## src/rtl/uart_pkg.sv

```systemverilog
// Types and constants shared by the UART transmitter and receiver.
package uart_pkg;

  typedef enum logic [2:0] {
    IDLE   = 3'd0,
    START  = 3'd1,
    DATA   = 3'd2,
    PARITY = 3'd3,
    STOP   = 3'd4
  } uart_state_e;

  localparam logic PAR_EVEN = 1'b0;
  localparam logic PAR_ODD  = 1'b1;

  function automatic logic majority3(input logic a, input logic b, input logic c);
    return (a & b) | (a & c) | (b & c);
  endfunction

endpackage

```

## src/rtl/uart_rx_sampler.sv

```systemverilog
// Per-bit oversampling counter and 3-sample majority vote around mid-bit.
module uart_rx_sampler
  import uart_pkg::*;
#(
  parameter int PRESCALE_W = 6
) (
  input  logic                  CLK,
  input  logic                  RST,
  input  logic                  active_i,
  input  logic                  start_i,
  input  logic [PRESCALE_W-1:0] prescale_i,
  input  logic                  rx_i,
  output logic                  sampled_bit_o,
  output logic                  bit_end_o
);

  localparam logic [PRESCALE_W-1:0] ONE = PRESCALE_W'(1);
  localparam logic [PRESCALE_W-1:0] TWO = PRESCALE_W'(2);

  logic [PRESCALE_W-1:0] edge_cnt_q, edge_cnt_d;
  logic [PRESCALE_W-1:0] mid_s, last_s;
  logic [2:0]            samp_q, samp_d;
  logic                  sampled_q, sampled_d;

  assign mid_s         = prescale_i >> 1;
  assign last_s        = prescale_i - ONE;
  assign bit_end_o     = active_i && (edge_cnt_q == last_s);
  assign sampled_bit_o = sampled_q;

  always_comb begin
    edge_cnt_d = edge_cnt_q;
    samp_d     = samp_q;
    sampled_d  = sampled_q;
    // Start detection already consumed tick 0, so the counter resumes at 1.
    if (start_i) begin
      edge_cnt_d = ONE;
    end else if (active_i) begin
      if (edge_cnt_q == last_s) begin
        edge_cnt_d = '0;
      end else begin
        edge_cnt_d = edge_cnt_q + ONE;
      end
    end else begin
      edge_cnt_d = '0;
    end
    if (active_i) begin
      if (edge_cnt_q == mid_s - ONE) begin
        samp_d[0] = rx_i;
      end else if (edge_cnt_q == mid_s) begin
        samp_d[1] = rx_i;
      end else if (edge_cnt_q == mid_s + ONE) begin
        samp_d[2] = rx_i;
      end else if (edge_cnt_q == mid_s + TWO) begin
        sampled_d = majority3(samp_q[0], samp_q[1], samp_q[2]);
      end else begin
        sampled_d = sampled_q;
      end
    end else begin
      samp_d = samp_q;
    end
  end

  always_ff @(posedge CLK) begin
    if (RST) begin
      edge_cnt_q <= '0;
      samp_q     <= 3'b111;
      sampled_q  <= 1'b1;
    end else begin
      edge_cnt_q <= edge_cnt_d;
      samp_q     <= samp_d;
      sampled_q  <= sampled_d;
    end
  end

endmodule

```

## src/rtl/uart_rx.sv

```systemverilog
// UART receiver: frame FSM, data shift register, parity/stop checks, registered strobes.
module uart_rx
  import uart_pkg::*;
#(
  parameter int DATA_WIDTH = 8,
  parameter int PRESCALE_W = 6
) (
  input  logic                  CLK,
  input  logic                  RST,
  input  logic                  RX_IN,
  input  logic                  PAR_EN,
  input  logic                  PAR_TYP,
  input  logic [PRESCALE_W-1:0] Prescale,
  output logic [DATA_WIDTH-1:0] P_DATA,
  output logic                  data_valid,
  output logic                  par_err,
  output logic                  stp_err
);

  localparam int BCW = (DATA_WIDTH > 1) ? $clog2(DATA_WIDTH) : 1;
  localparam logic [BCW-1:0] LAST_BIT = BCW'(DATA_WIDTH - 1);

  uart_state_e           state_q, state_d;
  logic [BCW-1:0]        bit_cnt_q, bit_cnt_d;
  logic [DATA_WIDTH-1:0] shift_q, shift_d;
  logic                  par_fail_q, par_fail_d;
  logic                  par_en_q, par_en_d;
  logic                  par_typ_q, par_typ_d;
  logic [PRESCALE_W-1:0] presc_q, presc_d;
  logic [DATA_WIDTH-1:0] data_q, data_d;
  logic                  valid_q, valid_d;
  logic                  par_err_q, par_err_d;
  logic                  stp_err_q, stp_err_d;
  logic                  start_s, active_s, sampled_bit_s, bit_end_s, exp_par_s;

  assign start_s   = (state_q == IDLE) && !RX_IN;
  assign active_s  = (state_q != IDLE);
  assign exp_par_s = (par_typ_q == PAR_ODD) ? ~^shift_q : ^shift_q;

  uart_rx_sampler #(.PRESCALE_W(PRESCALE_W)) u_sampler (
    .CLK           (CLK),
    .RST           (RST),
    .active_i      (active_s),
    .start_i       (start_s),
    .prescale_i    (presc_q),
    .rx_i          (RX_IN),
    .sampled_bit_o (sampled_bit_s),
    .bit_end_o     (bit_end_s)
  );

  always_comb begin
    state_d    = state_q;
    bit_cnt_d  = bit_cnt_q;
    shift_d    = shift_q;
    par_fail_d = par_fail_q;
    par_en_d   = par_en_q;
    par_typ_d  = par_typ_q;
    presc_d    = presc_q;
    data_d     = data_q;
    valid_d    = 1'b0;
    par_err_d  = 1'b0;
    stp_err_d  = 1'b0;
    case (state_q)
      IDLE: begin
        // Frame configuration is frozen here; mid-frame changes are ignored.
        if (!RX_IN) begin
          state_d    = START;
          par_en_d   = PAR_EN;
          par_typ_d  = PAR_TYP;
          presc_d    = Prescale;
          par_fail_d = 1'b0;
          bit_cnt_d  = '0;
        end else begin
          state_d = IDLE;
        end
      end
      START: begin
        if (bit_end_s) begin
          state_d = sampled_bit_s ? IDLE : DATA;
        end else begin
          state_d = START;
        end
      end
      DATA: begin
        if (bit_end_s) begin
          shift_d[bit_cnt_q] = sampled_bit_s;
          if (bit_cnt_q == LAST_BIT) begin
            state_d = par_en_q ? PARITY : STOP;
          end else begin
            bit_cnt_d = bit_cnt_q + BCW'(1);
          end
        end else begin
          state_d = DATA;
        end
      end
      PARITY: begin
        if (bit_end_s) begin
          par_fail_d = (sampled_bit_s != exp_par_s);
          state_d    = STOP;
        end else begin
          state_d = PARITY;
        end
      end
      STOP: begin
        if (bit_end_s) begin
          state_d   = IDLE;
          stp_err_d = !sampled_bit_s;
          par_err_d = par_fail_q;
          if (sampled_bit_s && !par_fail_q) begin
            valid_d = 1'b1;
            data_d  = shift_q;
          end else begin
            data_d = data_q;
          end
        end else begin
          state_d = STOP;
        end
      end
      default: begin
        state_d = IDLE;
      end
    endcase
  end

  always_ff @(posedge CLK) begin
    if (RST) begin
      state_q    <= IDLE;
      bit_cnt_q  <= '0;
      shift_q    <= '0;
      par_fail_q <= 1'b0;
      par_en_q   <= 1'b0;
      par_typ_q  <= 1'b0;
      presc_q    <= '0;
      data_q     <= '0;
      valid_q    <= 1'b0;
      par_err_q  <= 1'b0;
      stp_err_q  <= 1'b0;
    end else begin
      state_q    <= state_d;
      bit_cnt_q  <= bit_cnt_d;
      shift_q    <= shift_d;
      par_fail_q <= par_fail_d;
      par_en_q   <= par_en_d;
      par_typ_q  <= par_typ_d;
      presc_q    <= presc_d;
      data_q     <= data_d;
      valid_q    <= valid_d;
      par_err_q  <= par_err_d;
      stp_err_q  <= stp_err_d;
    end
  end

  assign P_DATA     = data_q;
  assign data_valid = valid_q;
  assign par_err    = par_err_q;
  assign stp_err    = stp_err_q;

endmodule

```

## config.mk

```make
export PLATFORM = sky130hd
export DESIGN_NAME = uart_rx
export DESIGN_NICKNAME = d
export VERILOG_FILES = /design/src/rtl/uart_pkg.sv /design/src/rtl/uart_rx_sampler.sv /design/src/rtl/uart_rx.sv
export SDC_FILE = /design/constraint.sdc
export NUM_CORES = 1
export LEC_CHECK = 0
export BUFFER_PORTS_ARGS = -buffer_cell sky130_fd_sc_hd__clkbuf_2
export CELL_PAD_IN_SITES_DETAIL_PLACEMENT = 1
export CELL_PAD_IN_SITES_GLOBAL_PLACEMENT = 1
export CORE_ASPECT_RATIO = 0.8
export CORE_UTILIZATION = 51
export CTS_BUF_LIST = sky130_fd_sc_hd__clkbuf_8
export DETAILED_ROUTE_END_ITERATION = 16
export GPL_ROUTABILITY_DRIVEN = 0
export GPL_TIMING_DRIVEN = 0
export PLACE_DENSITY = 0.92
export SLEW_MARGIN = 20
export SYNTH_ARGS = -nofsm -noshare
export SYNTH_HDL_FRONTEND = slang
export SYNTH_SLANG_ARGS = --single-unit
```

## constraint.sdc

```tcl
create_clock -name CLK -period 5.9 [get_ports CLK]
set_input_delay 0.59 -clock CLK [delete_from_list [all_inputs] [get_ports CLK]]
set_output_delay 0.59 -clock CLK [all_outputs]
set_load 0.005 [all_outputs]
```

Word level (Yosys, flattened, before mapping)
Cells that the tools add are included.

storage, ports and cells
  register bits after elaboration = 44
  word-level logic and storage cells = 101

operators by class
  add/subtract/negate cells = 6
  $lt $le $gt $ge = 2
  eq/ne operators = 16
  multiplexer cells = 24
  bitwise operators = 12
  reductions and logical operators = 24

operator list
  cell                   count
  $eq A6 B6 Y1           4
  $mux W3                8
  $pmux W3 S5            1
  $mux W1                9
  $reduce_and A3 Y1      3
  $bwmux W8              1
  $ne A2 B2 Y1 const B   4
  $reduce_and A4 Y1      2
  $reduce_xnor A8 Y1     1
  $reduce_xor A8 Y1      1
  $not A1 Y1             7
  $add A5 B1 Y6 const B  1
  $add A5 B2 Y6 const B  1
  $add A6 B1 Y6 const B  1
  $eq A3 B2 Y1 const B   2
  $eq A3 B3 Y1 const B   2
  $eq A6 B5 Y1           1
  $pmux W3 S2            1
  $reduce_and A2 Y1      3
  $sub A5 B1 Y6 const B  1
  $sub A6 B1 Y6 const B  1
  $reduce_and A5 Y1      1
  $logic_and A1 B1 Y1    4
  $lt A3 B4 Y1 const B   1
  16 further kinds       23

Logic depth before layout (Yosys ltp)
  depth in word-level cells = 5
  mapped depth = 9

Cells and area by module
Synthesis repeated with hierarchy kept, for this count alone.

unflattened totals
  cells, all modules = 290
  area total of the unflattened synthesis = 2561.2 µm²

modules (own cells, without submodules)
  module           times used  cells each  area an instance (µm²)  seq. area each (µm²)
  uart_rx          1           167         1521.5                  680.7
  uart_rx_sampler  1           123         1039.7                  200.2

Worst setup path after synthesis
Ideal clock, no wire load.

  path kind = register to register
  from = register presc_q[1]
  to = register shift_q[7]
  library setup time = 0.126 ns
  arrival = 2.009 ns
  setup slack = 3.765 ns
  stages on the path, launching flop included = 8
  path through = dfxtp_1 inv_1 ha_1 nand2b_1 a21o_1 a21o_1 or4_1 mux2i_1

between the ends
  cells in the longest elaborated chain, start to end = 4

RTL lines
  element                      RTL line               source
  from (decl)                  uart_rx.sv:29          logic [PRESCALE_W-1:0] presc_q, presc_d;
  from (signal assigned)       uart_rx.sv:145         presc_q <= presc_d;
  $sub A6 B1 Y6                uart_rx_sampler.sv:26  assign last_s = prescale_i - ONE;
  $eq A6 B6 Y1                 uart_rx_sampler.sv:27  assign bit_end_o = active_i && (edge_cnt_q == last_s);
  $logic_and A1 B1 Y1          uart_rx_sampler.sv:27
  $reduce_and A2 Y1 (no line)  n/a
  to (signal assigned)         uart_rx.sv:141         shift_q <= shift_d;
  to (decl)                    uart_rx.sv:25          logic [DATA_WIDTH-1:0] shift_q, shift_d;

No other way between the ends.
A chain may end at the register's enable or synchronous reset.

Worst setup path in the final report
  from = register presc_q[1]
  to = register par_fail_q

between the ends
  cells in the longest elaborated chain, start to end = 5

RTL lines
  element                      RTL line               source
  $sub A6 B1 Y6                uart_rx_sampler.sv:26
  $eq A6 B6 Y1                 uart_rx_sampler.sv:27
  $logic_and A1 B1 Y1          uart_rx_sampler.sv:27
  $ne A2 B2 Y1 (no line)       n/a
  $reduce_and A3 Y1 (no line)  n/a
  to (signal assigned)         uart_rx.sv:142         par_fail_q <= par_fail_d;
  to (decl)                    uart_rx.sv:26          logic par_fail_q, par_fail_d;

No other way between the ends.

==> flow_summary.yaml <==
job:
  cap_viol_max_count: 0
placement:
  dp.cells: 400
  io_buffers: 20
  place_area_sq_um: 2903
  dp_hpwl_mm: 5.830
  place_ws_ns: 3.311
clock_network:
  cts_made_buffers: 5
  cts_resized: 0
  cts_root_buf: "clkbuf_8"
  post-cts-setup-buffers: 0
  clock_sinks: 44
  tritoncts: "built"
  hold_buffers: 0
  cts-htree-levels: 2
  clk_latency_ns: 0.31
  clk_path_buf_depth: 2
  path_clk_slew_ns: 0.09
drt:
  remaining_drc_errors: 0
  drtIter0Drc: 128
  antenna_left: 0
  wl_mm: 8.046
  drt_pass1_iterations: 4
  vias: 2501
  viasPerCell: 6.130
  wl_per_cell_um: 19.72
sta:
  finalCritPeriodShare: 0.4743
  maxSlewViolCount: 0
  hold_viol_final: 0
  maxSlewHeadroom: 0.3692
  period_needed_ns: 2.799
  setup_slack_ns: 3.101
  setup-violations-final: 0
  rsz0062_at_grt: "false"
  worst_slew_pin_slew_ns: 0.9385
  clock_skew_ns: 0.004425
  fin_tns_setup_ns: 0
  fmax_mhz: 357.3
  hold_slack_ns: 0.4715
outcome:
  status: "finished clean"
layout:
  drive_gt1_frac: 0.1561
  final_cells: 408
  finish.net_count: 366
  diodes: 0
  final_area_sq_um: 3010
  fillers: 633
  final_util: 0.5944
  area_growth_pct: 10.47
logic_synthesis:
  ys_top_cells_by_area: "dfxtp_1 (32%), xnor2_1 (6.1%), nand2_1 (4.8%)"
  synth_seq_cells: 44
  synth.most_common_cell: "dfxtp_1"
  netlist_area_sq_um: 2725
  yosys_most_used_dff: "dfxtp_1"
  synth-edff-count: 0
  netlist_top_cells_count: "dfxtp_1 (44), nand2_1 (35), nand3_1 (25)"
  synth-seq-area-share: 0.3232
  synth_top_area_frac: 0.3232
  synth.avg_cell_area_sq_um: 8.570
  synthDistinctLibCells: 58
  syn_inst: 318
  synth_nets: 339
  ys_warn_count: 0
  synth_area_leader_cell: "dfxtp_1"
  synthArstFlopShare: 0
power:
  leakagePower_nw: 1.239
  powerDensity_nw_per_um2: 217.3
  ir_drop_uv: 164.6
  p_total_uw: 654.3
worst_hold_path:
  hp-class: "reg2reg"
  whs_path_depth: 2
  min_from: "P_DATA[3]$_SDFFE_PP0P_"
  min_to: "P_DATA[3]$_SDFFE_PP0P_"
global_routing:
  grt_use_total: 0.3008
  grt_pass1_vias: 2516
  grt_pass1_wl_mm: 12.90
  overflow: 0
  grt_max_degree: 14
  antenna_found_initial: 0
setup_path:
  crit_type: "reg2reg"
  rr_worst_depth: 7
  cp_max_fo: 7
  reg2reg_from: "presc_q[1]$_SDFFE_PP0P_"
  worst-r2r-setup-slack_ns: 3.10
  required_ns: 6.10
  r2r-end: "par_fail_q$_SDFFE_PP0P_"
  crit_path_end_kind: "flop"
  arrival_ns: 3.00
  worstSetupStartpointType: "flop"
die:
  start_util: 0.5380
  rows: 23
  die-area_sq_um: 5641
  io_pins: 22
  die_w_um: 83.73
  core-area_sq_um: 5065
  dieHeight_um: 67.38
## flip-flops by register name, indices dropped and copies added, names as in the netlist, 3 cells and up
signal	count
u_sampler.edge_cnt_q	6
P_DATA	8
state_q	3
presc_q	6
shift_q	8
u_sampler.samp_q	3
bit_cnt_q	3
## report_power, final
| group | internal [mW] | switching, mW | leakage (nW) | total [mW] |
|---|---|---|---|---|
| Sequential | 0.303 | 0.00764 | 0.356 | 0.311 |
| Combinational | 0.0395 | 0.0678 | 0.823 | 0.107 |
| Clock | 0.124 | 0.112 | 0.0593 | 0.236 |
## worst max path at each step
| stage | from | end | cells after the start |
|---|---|---|---|
| 6_report | presc_q[1]$_SDFFE_PP0P_ | par_fail_q$_SDFFE_PP0P_ | 7 |
| 5_1_grt | presc_q[2]$_SDFFE_PP0P_ | par_err$_SDFF_PP0_ | 8 |
| 4_1_cts | presc_q[1]$_SDFFE_PP0P_ | par_fail_q$_SDFFE_PP0P_ | 7 |
| 3_5_place_dp | presc_q[2]$_SDFFE_PP0P_ | u_sampler.edge_cnt_q[0]$_SDFF_PP0_ | 8 |
| 3_3_place_gp | presc_q[1]$_SDFFE_PP0P_ | bit_cnt_q[0]$_SDFFE_PP0P_ | 7 |
| 2_1_floorplan | presc_q[1]$_SDFFE_PP0P_ | shift_q[7]$_SDFFE_PP0P_ | 7 |
## placed cells by master (no fill, tap or decap), drive strengths merged, types with 3 or more instances in the layout
| master | n |
|---|---|
| dfxtp | 44 |
| clkbuf | 36 |
| nand2 | 35 |
| nand3 | 26 |
| a21oi | 24 |
| xnor2 | 21 |
| xor2 | 13 |
| nor2 | 13 |
| buf | 13 |
| mux2i | 12 |
| inv | 10 |
| ha | 10 |
| o41ai | 8 |
| nor3 | 7 |
| o21ai | 6 |
| nor2b | 6 |
| nor4 | 6 |
| nand2b | 4 |
| a21o | 4 |
| or4 | 4 |
| and3 | 3 |
| nand3b | 3 |
| nand4 | 3 |
| nor3b | 3 |
| a2111oi | 3 |
## critical path: stages, from the launching register on
cell and delay [ns]:
dfxtp_1 0.54, inv_1 0.16, ha_1 0.30, nand2b_1 0.21, a21o_1 0.25, a2111oi_0 0.76
a21oi_1 0.22, a41o_1 0.25
## layout make-up
cell class,instances,area [sq um],share of cell area
plain buffers,24,118.9,0.03948
multi-input cells,241,1692,0.5619
clock buffers,5,68.82,0.02286
well taps,62,77.57,0.02577
inverters,9,33.78,0.01122
flip-flops and latches,44,880.8,0.2926
repair buffers,20,100.1,0.03325
clock inverters,3,38.79,0.01288
## cell families (layout without fill, tap and decap cells)
| family | after synthesis | count (layout) | synth area share |
|---|---|---|---|
| simple gates | 122 | 122 | 0.2397 |
| mux | 13 | 13 | 0.04821 |
| buf+inv | 33 | 61 | 0.05602 |
| flops | 44 | 44 | 0.3232 |
| fa+ha+maj | 11 | 11 | 0.04959 |
| compound gates | 61 | 61 | 0.1616 |
| xor+xnor | 34 | 34 | 0.1217 |
## metal layers
layer  global-route usage  share of wire
met1               0.3883           0.47
met2               0.5000           0.45
met3              0.08068          0.059
met4              0.08898          0.018
met5                    0              0
Power figures use the tool's default switching activity.
